--- config.mk ---
export PLATFORM = sky130hd
export DESIGN_NAME = pipe_stall_flush_ctrl
export DESIGN_NICKNAME = d
export VERILOG_FILES = /design/src/rtl/pipe_stall_flush_ctrl.sv
export SDC_FILE = /design/constraint.sdc
export NUM_CORES = 1
export LEC_CHECK = 0
export ABC_AREA = 1
export ABC_CLOCK_PERIOD_IN_PS = 3500
export BUFFER_PORTS_ARGS = -buffer_cell sky130_fd_sc_hd__buf_2
export CAP_MARGIN = 10
export CORE_AREA = 2 2 170 172
export DETAILED_ROUTE_END_ITERATION = 8
export DIE_AREA = 0 0 172 174
export PLACE_DENSITY_LB_ADDON = 0.12
export SKIP_CTS_REPAIR_TIMING = 1
export SLEW_MARGIN = 20
export SYNTH_ARGS = -nofsm -noshare
export SYNTH_HDL_FRONTEND = slang
export SYNTH_SLANG_ARGS = --single-unit
--- constraint.sdc ---
create_clock -name CLK -period 3.5 [get_ports CLK]
set_clock_uncertainty 0.1 [all_clocks]
set_input_delay 0.7 -clock CLK [delete_from_list [all_inputs] [get_ports CLK]]
set_output_delay 0.7 -clock CLK [all_outputs]
set_load 0.02 [all_outputs]
--- src/rtl/pipe_stall_flush_ctrl.sv ---
// rtl/pipe_stall_flush_ctrl.sv - PC, IF/ID and ID/EX registers with stall/flush/squash control
// Also keeps saturating stall/squash counters and a sticky stall watchdog.
module pipe_stall_flush_ctrl #(
    parameter int WL       = 32,
    parameter int WLinput  = 5,
    parameter int CTRLW    = 8,
    parameter int CNTW     = 16,
    parameter int MAXSTALL = 8
) (
    input  logic               CLK,
    input  logic               RSTn,
    input  logic               Stall,
    input  logic               Flush,
    input  logic               PCSrcD,
    input  logic [WL-1:0]      PCBranchD,
    input  logic [WL-1:0]      InstrF,
    output logic [WL-1:0]      PCF,
    output logic [WL-1:0]      InstrD,
    output logic [WL-1:0]      PCPlus4D,
    output logic               ValidD,
    input  logic [CTRLW-1:0]   CtrlD,
    input  logic [WL-1:0]      RFRD1D,
    input  logic [WL-1:0]      RFRD2D,
    input  logic [WL-1:0]      SImmD,
    input  logic [WLinput-1:0] rsD,
    input  logic [WLinput-1:0] rtD,
    input  logic [WLinput-1:0] rtdD,
    output logic [CTRLW-1:0]   CtrlE,
    output logic [WL-1:0]      RFRD1E,
    output logic [WL-1:0]      RFRD2E,
    output logic [WL-1:0]      SImmE,
    output logic [WLinput-1:0] rsE,
    output logic [WLinput-1:0] rtE,
    output logic [WLinput-1:0] rtdE,
    output logic               ValidE,
    output logic [CNTW-1:0]    StallCnt,
    output logic [CNTW-1:0]    SquashCnt,
    output logic               StallErr
);

    localparam int RUNW = $clog2(MAXSTALL + 2);
    localparam logic [CNTW-1:0] CNT_MAX  = '1;
    localparam logic [RUNW-1:0] RUN_TRIP = RUNW'(MAXSTALL);
    localparam logic [RUNW-1:0] RUN_CAP  = RUNW'(MAXSTALL + 1);

    logic [RUNW-1:0] runs;
    logic [WL-1:0]   pc_plus4;
    logic            squash;

    assign pc_plus4 = PCF + WL'(4);
    // A stalled branch is not yet resolved, so stall masks the squash.
    assign squash   = PCSrcD & ~Stall;

    always_ff @(posedge CLK or negedge RSTn) begin
        if (!RSTn) begin
            PCF <= '0;
        end else if (!Stall) begin
            PCF <= PCSrcD ? PCBranchD : pc_plus4;
        end
    end

    always_ff @(posedge CLK or negedge RSTn) begin
        if (!RSTn) begin
            InstrD   <= '0;
            PCPlus4D <= '0;
            ValidD   <= 1'b0;
        end else if (squash) begin
            InstrD   <= '0;
            PCPlus4D <= '0;
            ValidD   <= 1'b0;
        end else if (!Stall) begin
            InstrD   <= InstrF;
            PCPlus4D <= pc_plus4;
            ValidD   <= 1'b1;
        end
    end

    always_ff @(posedge CLK or negedge RSTn) begin
        if (!RSTn) begin
            CtrlE  <= '0;
            RFRD1E <= '0;
            RFRD2E <= '0;
            SImmE  <= '0;
            rsE    <= '0;
            rtE    <= '0;
            rtdE   <= '0;
            ValidE <= 1'b0;
        end else if (Flush) begin
            CtrlE  <= '0;
            RFRD1E <= '0;
            RFRD2E <= '0;
            SImmE  <= '0;
            rsE    <= '0;
            rtE    <= '0;
            rtdE   <= '0;
            ValidE <= 1'b0;
        end else begin
            CtrlE  <= CtrlD;
            RFRD1E <= RFRD1D;
            RFRD2E <= RFRD2D;
            SImmE  <= SImmD;
            rsE    <= rsD;
            rtE    <= rtD;
            rtdE   <= rtdD;
            ValidE <= ValidD;
        end
    end

    always_ff @(posedge CLK or negedge RSTn) begin
        if (!RSTn) begin
            StallCnt  <= '0;
            SquashCnt <= '0;
        end else begin
            if (Stall && StallCnt != CNT_MAX) begin
                StallCnt <= StallCnt + CNTW'(1);
            end
            if (squash && SquashCnt != CNT_MAX) begin
                SquashCnt <= SquashCnt + CNTW'(1);
            end
        end
    end

    // Watchdog trips on the edge after MAXSTALL consecutive stalled edges.
    always_ff @(posedge CLK or negedge RSTn) begin
        if (!RSTn) begin
            runs     <= '0;
            StallErr <= 1'b0;
        end else begin
            if (!Stall) begin
                runs <= '0;
            end else if (runs != RUN_CAP) begin
                runs <= runs + RUNW'(1);
            end
            if (Stall && runs == RUN_TRIP) begin
                StallErr <= 1'b1;
            end
        end
    end

endmodule

Word level (Yosys, flattened, before mapping)
Index checks and enable logic that the tools add are counted.
{ "op_classes": {"add_sub_neg": 4, "eq_ne": 6, "mux": 17, "bitwise_logic": 2, "n_reduce_logical": 3} }
{ "op_table": {"columns": ["operator", "count"], "rows": [
  ["$mux 32", 8],
  ["$add 16x1->16 const B", 2],
  ["$add 32x3->32 const B", 1],
  ["$ne 16x16->1 const B", 2],
  ["$mux 5", 3],
  ["$mux 4", 2],
  ["$mux 8", 1],
  ["$add 4x1->4 const B", 1],
  ["$eq 4x4->1 const B", 1],
  ["$ne 2x1->1 const B", 2],
  ["$ne 4x4->1 const B", 1],
  ["$logic_and 1x1->1", 3],
  ["$mux 1", 3],
  ["$and 1x1->1", 1],
  ["$not 1->1", 1]
]} }
{ "totals": {"regBits": 254, "in_bits": 188, "out_inout_bits": 250, "wordCells": 48} }

Logic depth before layout (Yosys ltp)
Gate-level depths: netlist of the first run.
{ "depth": {"ltp_word": 3, "depth_mapped": 11, "depth_no_buf": 11} }

Worst setup path before layout of the first run
Ideal clock, no wire load.
{ "synth_path": {"kind": "register to register", "from": "register SquashCnt[0]", "to": "register SquashCnt[4]", "setup_time_ns": 0.132, "t_arrival_ns": 1.515, "required_ns": 3.268, "slack_ns": 1.753, "path_stages_with_launch": 9, "period_less_slack_ns": 1.747, "cell_sequence": "dfrtp_1 > ha_1 > nand3_1 > nor3_2 > nand3_1 > nand2_2 > buf_6 > nor2_2 > xor2_1"} }
{ "synth_via": {"elab_chain_cells": 2} }
{ "synth_rtl": {"columns": ["item", "line", "source"], "rows": [
  ["start: declaration", "37", "output logic [CNTW-1:0] SquashCnt,"],
  ["start signal: assignment", "118", "SquashCnt <= SquashCnt + CNTW'(1);"],
  ["branches (longest 2 deep; another with $add 16x1->16)", null, null]
]} }
Parallel ways; which one is timed is not known.
A chain may end at the register's enable or synchronous reset.

Worst setup path after layout of the first run
{ "layout_path": {"from": "register PCF[9]", "to": "output port PCF[9]"} }
{ "layout_lines": {"columns": ["item", "line", "source"], "rows": [
  ["start: declaration", "17", "output logic [WL-1:0] PCF,"],
  ["start signal: assignment", "58", "PCF <= PCSrcD ? PCBranchD : pc_plus4;"]
]} }
No word-level cell between the ends.

==> metrics.cfg, run 1 <==
[critical_path]
critPathSlowestCell=dfrtp_1
path_buf_inv=1
crit_fanout=5
cpLargestDelayFamily=flip-flops
setup.worst_path.start_class=register
r2r-start=SquashCnt[0]
crit_path_max_incr_delay_ps=480
critPathKind=register to primary output
critical_path_arrival_ps=1280
cp-startpoint=PCF[9]
cp.required_ps=2700
path_cells=buf_2
end_kind=primary output

[place]
dp_hpwl_um=23290
port_buffers=437
post_dp_cell_area_um2=12990
place_congestion=0.8477

[grt]
groute.usage.overall=0.2019
antenna_found_initial=11
overflow=0
grt_pass1_wl_um=46800
grt_pass1_vias=8358
grt_max_degree=79

[pwr]
combPwrFrac=0.180
switching_power_mw=2.370
cellPowerDensity_nw_per_um2=564.1
pwr-share-clk=0.382
seq_power_share=0.439
vdd_drop_max_mv=0.3602
sw_frac_of_total=0.3012
p_int_mw=5.498
leakage_nw=7.960

[yosys]
synth_area_per_cell_um2=9.328
yosys_warnings=0
synth_edf_count=0
yosysMostFrequentCell=dfrtp_1
netlist_area_um2=10340
netlist_top_cells_area=dfrtp_1, nand2_1, nor2_1
syn-instance-count=1109
synthFlopType=dfrtp_1
ys_ff_latch=254
yosys.area.top_type_share=0.6144
ys_async_sr_fraction=1.000
yosys.area.top_type=dfrtp_1
synth.distinct_cells=34
ys_seq_area_frac=0.6144
syn-num-nets=1303
ys_top_cells_by_count=dfrtp_1, nand2_1, nor2_1

[drt]
final_antenna_net_count=0
drt_iter0_drc=559
avgRoutedWirePerCell_um=15.77
route.detailed.drc=0
via_per_inst=4.415
vias=8663
first_pass_iters=5
drt_wl_total_um=30940

[floorplanning]
top_level_ports=438
num_rows=62
die_area_um2=29930
die_x_um=172
core_um2=28240
floorplan.initialDensity=0.3664
die_h_um=174

[run_status]
status=finished clean

[sta]
max_freq_mhz=480.1
period_minus_slack_ps=2083
drv_slew=0
post-route-period-util=0.5951
rsz0062_at_grt=false
final-setup-viol-count=0
hold_violations=0
tns_ps=0
max_slew_margin=0.5133
tightestPinTransition_ps=729.0

[finish]
nNetsFinal=1745
drive_gt1_frac=0.3342
fin_area_um2=13950
area_delta_synth_final_pct=34.83
final_core_util=0.4940

[clocking]
root_buffer=clkbuf_16
cts_made_buffers=29
cts_sinks=254
h-tree-depth=1
clk_pin_slew_worst_paths_ps=60
clockBufferDepth=3
clkLatencyLatePin_ps=540
cts_tree=built

[job]
maxCapViolCount=0

[hold_path]
hold_class=input port to async pin

==> flip-flops by register name, indices dropped and copies added, names as in the netlist, 8 cells and up <==
register   cells
RFRD2E        32
PCPlus4D      32
CtrlE          8
SImmE         32
StallCnt      16
SquashCnt     16
PCF           32
InstrD        32
RFRD1E        32
==> power by group through the flow <==
stage,Clock [mW],Sequential (mW),Combinational (mW)
detailed placement,0,3.50,1.44
CTS,3.10,3.45,1.44
floorplan,0,3.81,0.469
global placement,0,3.50,1.42
global route,3.22,3.49,1.55
finish,3.01,3.45,1.41
==> layer usage <==
metal	vias up	global-route usage	part of all wire
met5	-	0	0.0018
met4	10	0.06162	0.027
met3	58	0.07423	0.096
met2	297	0.3420	0.49
met1	4018	0.2382	0.38
li1	4280	-	-
==> cells in the final DEF, fill, tap and decap left out, types with 10 or more instances in the layout <==
cell type,count
o21a_1,10
nor3_1,11
buf_2,435
inv_1,173
nor2_1,180
clkbuf_16,29
nand2_1,235
dfrtp_1,254
a22o_1,33
xor2_1,36
nand3_1,45
o21ai_0,30
==> final cells by class <==
| class | count | area, um2 |
|---|---|---|
| well taps | 384 | 480.5 |
| fillers | 2845 | 14290 |
| multi-input cells | 642 | 3164 |
| repair buffers | 446 | 2317 |
| flip-flops and latches | 254 | 6356 |
| inverters | 178 | 668.1 |
| clock inverters | 13 | 121.4 |
| diodes | 4 | 10.01 |
| clock buffers | 41 | 830.8 |
==> through the flow <==
stage	worst slack (ps)	cells	hold WS [ps]	power [mW]
after floorplan	1753	1109	304.4	4.281
after global placement	1306	1904	360.8	4.922
after detailed placement	1203	1904	361.4	4.938
after CTS	1376	1958	71.99	7.997
after global routing	1381	1961	91.49	8.261
final	1417	1962	65.89	7.869
==> cells by family after synthesis <==
logic type / count (synthesis) / synth area share
and+or+nand+nor: 500 / 0.1985
DFF: 254 / 0.6144
buffers and inverters: 213 / 0.08019
AOI/OAI and AO/OA: 94 / 0.06410
xor gates and xnor gates: 42 / 0.03556
adders and majority gates: 6 / 0.007257
==> worst paths after layout <==
check                                to  slack, ps  cells after the start
setup reg to reg           SquashCnt[9]       1590                      8
max in group asynchronous    RFRD1E[31]       2460                      2
hold reg to reg            PCPlus4D[30]        370                      2
hold / removal             PCPlus4D[21]         70                      1
setup / recovery                 PCF[9]       1420                      1
min in group CLK             RFRD1E[28]        250                      3
(Power assumes the default switching activity.)
==> run 2, diff against run 1 <==
--- a/config.mk
+++ b/config.mk
@@ -6,12 +6,12 @@
 export NUM_CORES = 1
 export LEC_CHECK = 0
 export ABC_AREA = 1
-export ABC_CLOCK_PERIOD_IN_PS = 3500
+export ABC_CLOCK_PERIOD_IN_PS = 1800
 export BUFFER_PORTS_ARGS = -buffer_cell sky130_fd_sc_hd__buf_2
 export CAP_MARGIN = 10
-export CORE_AREA = 2 2 170 172
+export CORE_AREA = 2 2 168 170
 export DETAILED_ROUTE_END_ITERATION = 8
-export DIE_AREA = 0 0 172 174
+export DIE_AREA = 0 0 170 172
 export PLACE_DENSITY_LB_ADDON = 0.12
 export SKIP_CTS_REPAIR_TIMING = 1
 export SLEW_MARGIN = 20
==> constraint.sdc (replaced) <==
create_clock -name CLK -period 1.8 [get_ports CLK]
set_clock_uncertainty 0.1 [all_clocks]
set_input_delay 0.36 -clock CLK [delete_from_list [all_inputs] [get_ports CLK]]
set_output_delay 0.36 -clock CLK [all_outputs]
set_load 0.02 [all_outputs]
==> metrics.cfg, run 2 (synthesized netlist as in run 1, its figures left out) <==
[floorplanning]
die_h_um=172
num_rows=61
core_um2=27480
top_level_ports=438
floorplan.initialDensity=0.3765
die_x_um=170
die_area_um2=29240

[sta]
rsz0062_at_grt=true
tns_ps=0
drv_slew=0
final-setup-viol-count=0
postLayoutSetupSlackWorst_ps=57.62
hold_ws_ps=5.828
tightestPinTransition_ps=446.2
max_freq_mhz=573.9
post-route-period-util=0.9680
max_slew_margin=0.7025
hold_violations=0
period_minus_slack_ps=1742

[grt]
grt_max_degree=51
overflow=0
groute.usage.overall=0.2081
grt_pass1_wl_um=47510
grt_pass1_vias=8621
antenna_found_initial=2

[finish]
area_delta_synth_final_pct=54.96
instances_no_fill=2127
nNetsFinal=1955
drive_gt1_frac=0.3170
mostFrequentLayoutCells=buf_2, dfrtp_1, nand2_1, nor2_1, dlygate4sd3_1
layout_commonest_cell=buf_2
final_core_util=0.5834

[critical_path]
crit_fanout=3
end_kind=primary output
critical_path_arrival_ps=1280
rr_worst_depth=9
critPathSlowestCell=dfrtp_1
path_cells=buf_4 -> buf_2
setup.worst_path.start_class=register
crit_path_max_incr_delay_ps=410
critPathKind=register to primary output
cp.required_ps=1340

[clocking]
clk_pin_slew_worst_paths_ps=60
root_buffer=clkbuf_16
cts_tree=built
clockBufferDepth=3
cts_sinks=254
h-tree-depth=1
cts_made_buffers=29
clkLatencyLatePin_ps=550

[place]
placed_cells=1897
preCtsSetupSlack_ps=54.21
port_buffers=437
place_congestion=0.8805
dp_hpwl_um=23980

[drt]
first_pass_iters=8
avgRoutedWirePerCell_um=16.18
via_per_inst=4.520
drt_wl_total_um=34410
route.detailed.drc=0
vias=9615
final_antenna_net_count=0
drt_iter0_drc=511

[pwr]
vdd_drop_max_mv=0.7754
cellPowerDensity_nw_per_um2=977.5
leakage_nw=8.882

[hold_path]
hold_class=input port to register
whs_path_depth=3

[run_status]
status=finished clean

[job]
maxCapViolCount=0

==> run 2: changes by cell type in the layout (fill, tap and decap cells not counted), moves of 3 or more <==
cell           change
dfrtp_2            +4
dlygate4sd3_1    +177
clkbuf_1           +4
nor2_4             +3
nand3_1            -3
clkinv_2           -8
dfrtp_1            -4
nand2_1            -3
buf_12             +7
buf_4             +25
==> run 2: per-stage QoR <==
stage	power, mW	area (um2)
after floorplan	8.324	10340
after global placement	9.735	13260
after detailed placement	9.762	13260
after CTS	15.46	14160
after global routing	16.44	16030
final	15.67	16030
==> run 2: worst paths after layout <==
check | endpoint | start | slack [ps]
setup / recovery | PCF[14] | PCF[14] | 60
hold / removal | SImmE[2] | SImmD[2] | 6
setup reg to reg | PCF[12] | PCF[3] | 80
hold reg to reg | StallErr | StallErr | 360
max in group asynchronous | SImmE[11] | RSTn | 760
min in group asynchronous | SquashCnt[7] | RSTn | 230
==> run 2: power breakdown <==
group | total, mW | internal (mW) | switching (mW)
combinational | 3.33 | 1.33 | 2.00
clock | 5.64 | 3.33 | 2.31
sequential | 6.70 | 6.26 | 0.442
==> run 2: cell type report <==
cell class | instances | area [um2]
Multi-Input combinational cell | 642 | 3236
Clock buffer | 45 | 845.8
Inverter | 178 | 670.6
Antenna cell | 2 | 5.005
Clock inverter | 4 | 51.30
Fill cell | 2441 | 11450
Sequential cell | 254 | 6361
Tap cell | 346 | 432.9
Timing Repair Buffer | 656 | 4428
==> run 2: critical path: cells and delay by family (launching register included) <==
family,cells,cell delay [ps]
buffers and inverters,2,320
flip-flops,1,410
==> run 2: layer usage <==
layer	wire [um]	part of all wire	track usage	vias up
met4	903	0.026	0.06317	0
met5	0	0	0	-
met2	17410	0.51	0.3569	313
met1	13550	0.39	0.2491	4560
li1	-	-	-	4686
met3	2557	0.074	0.06958	56
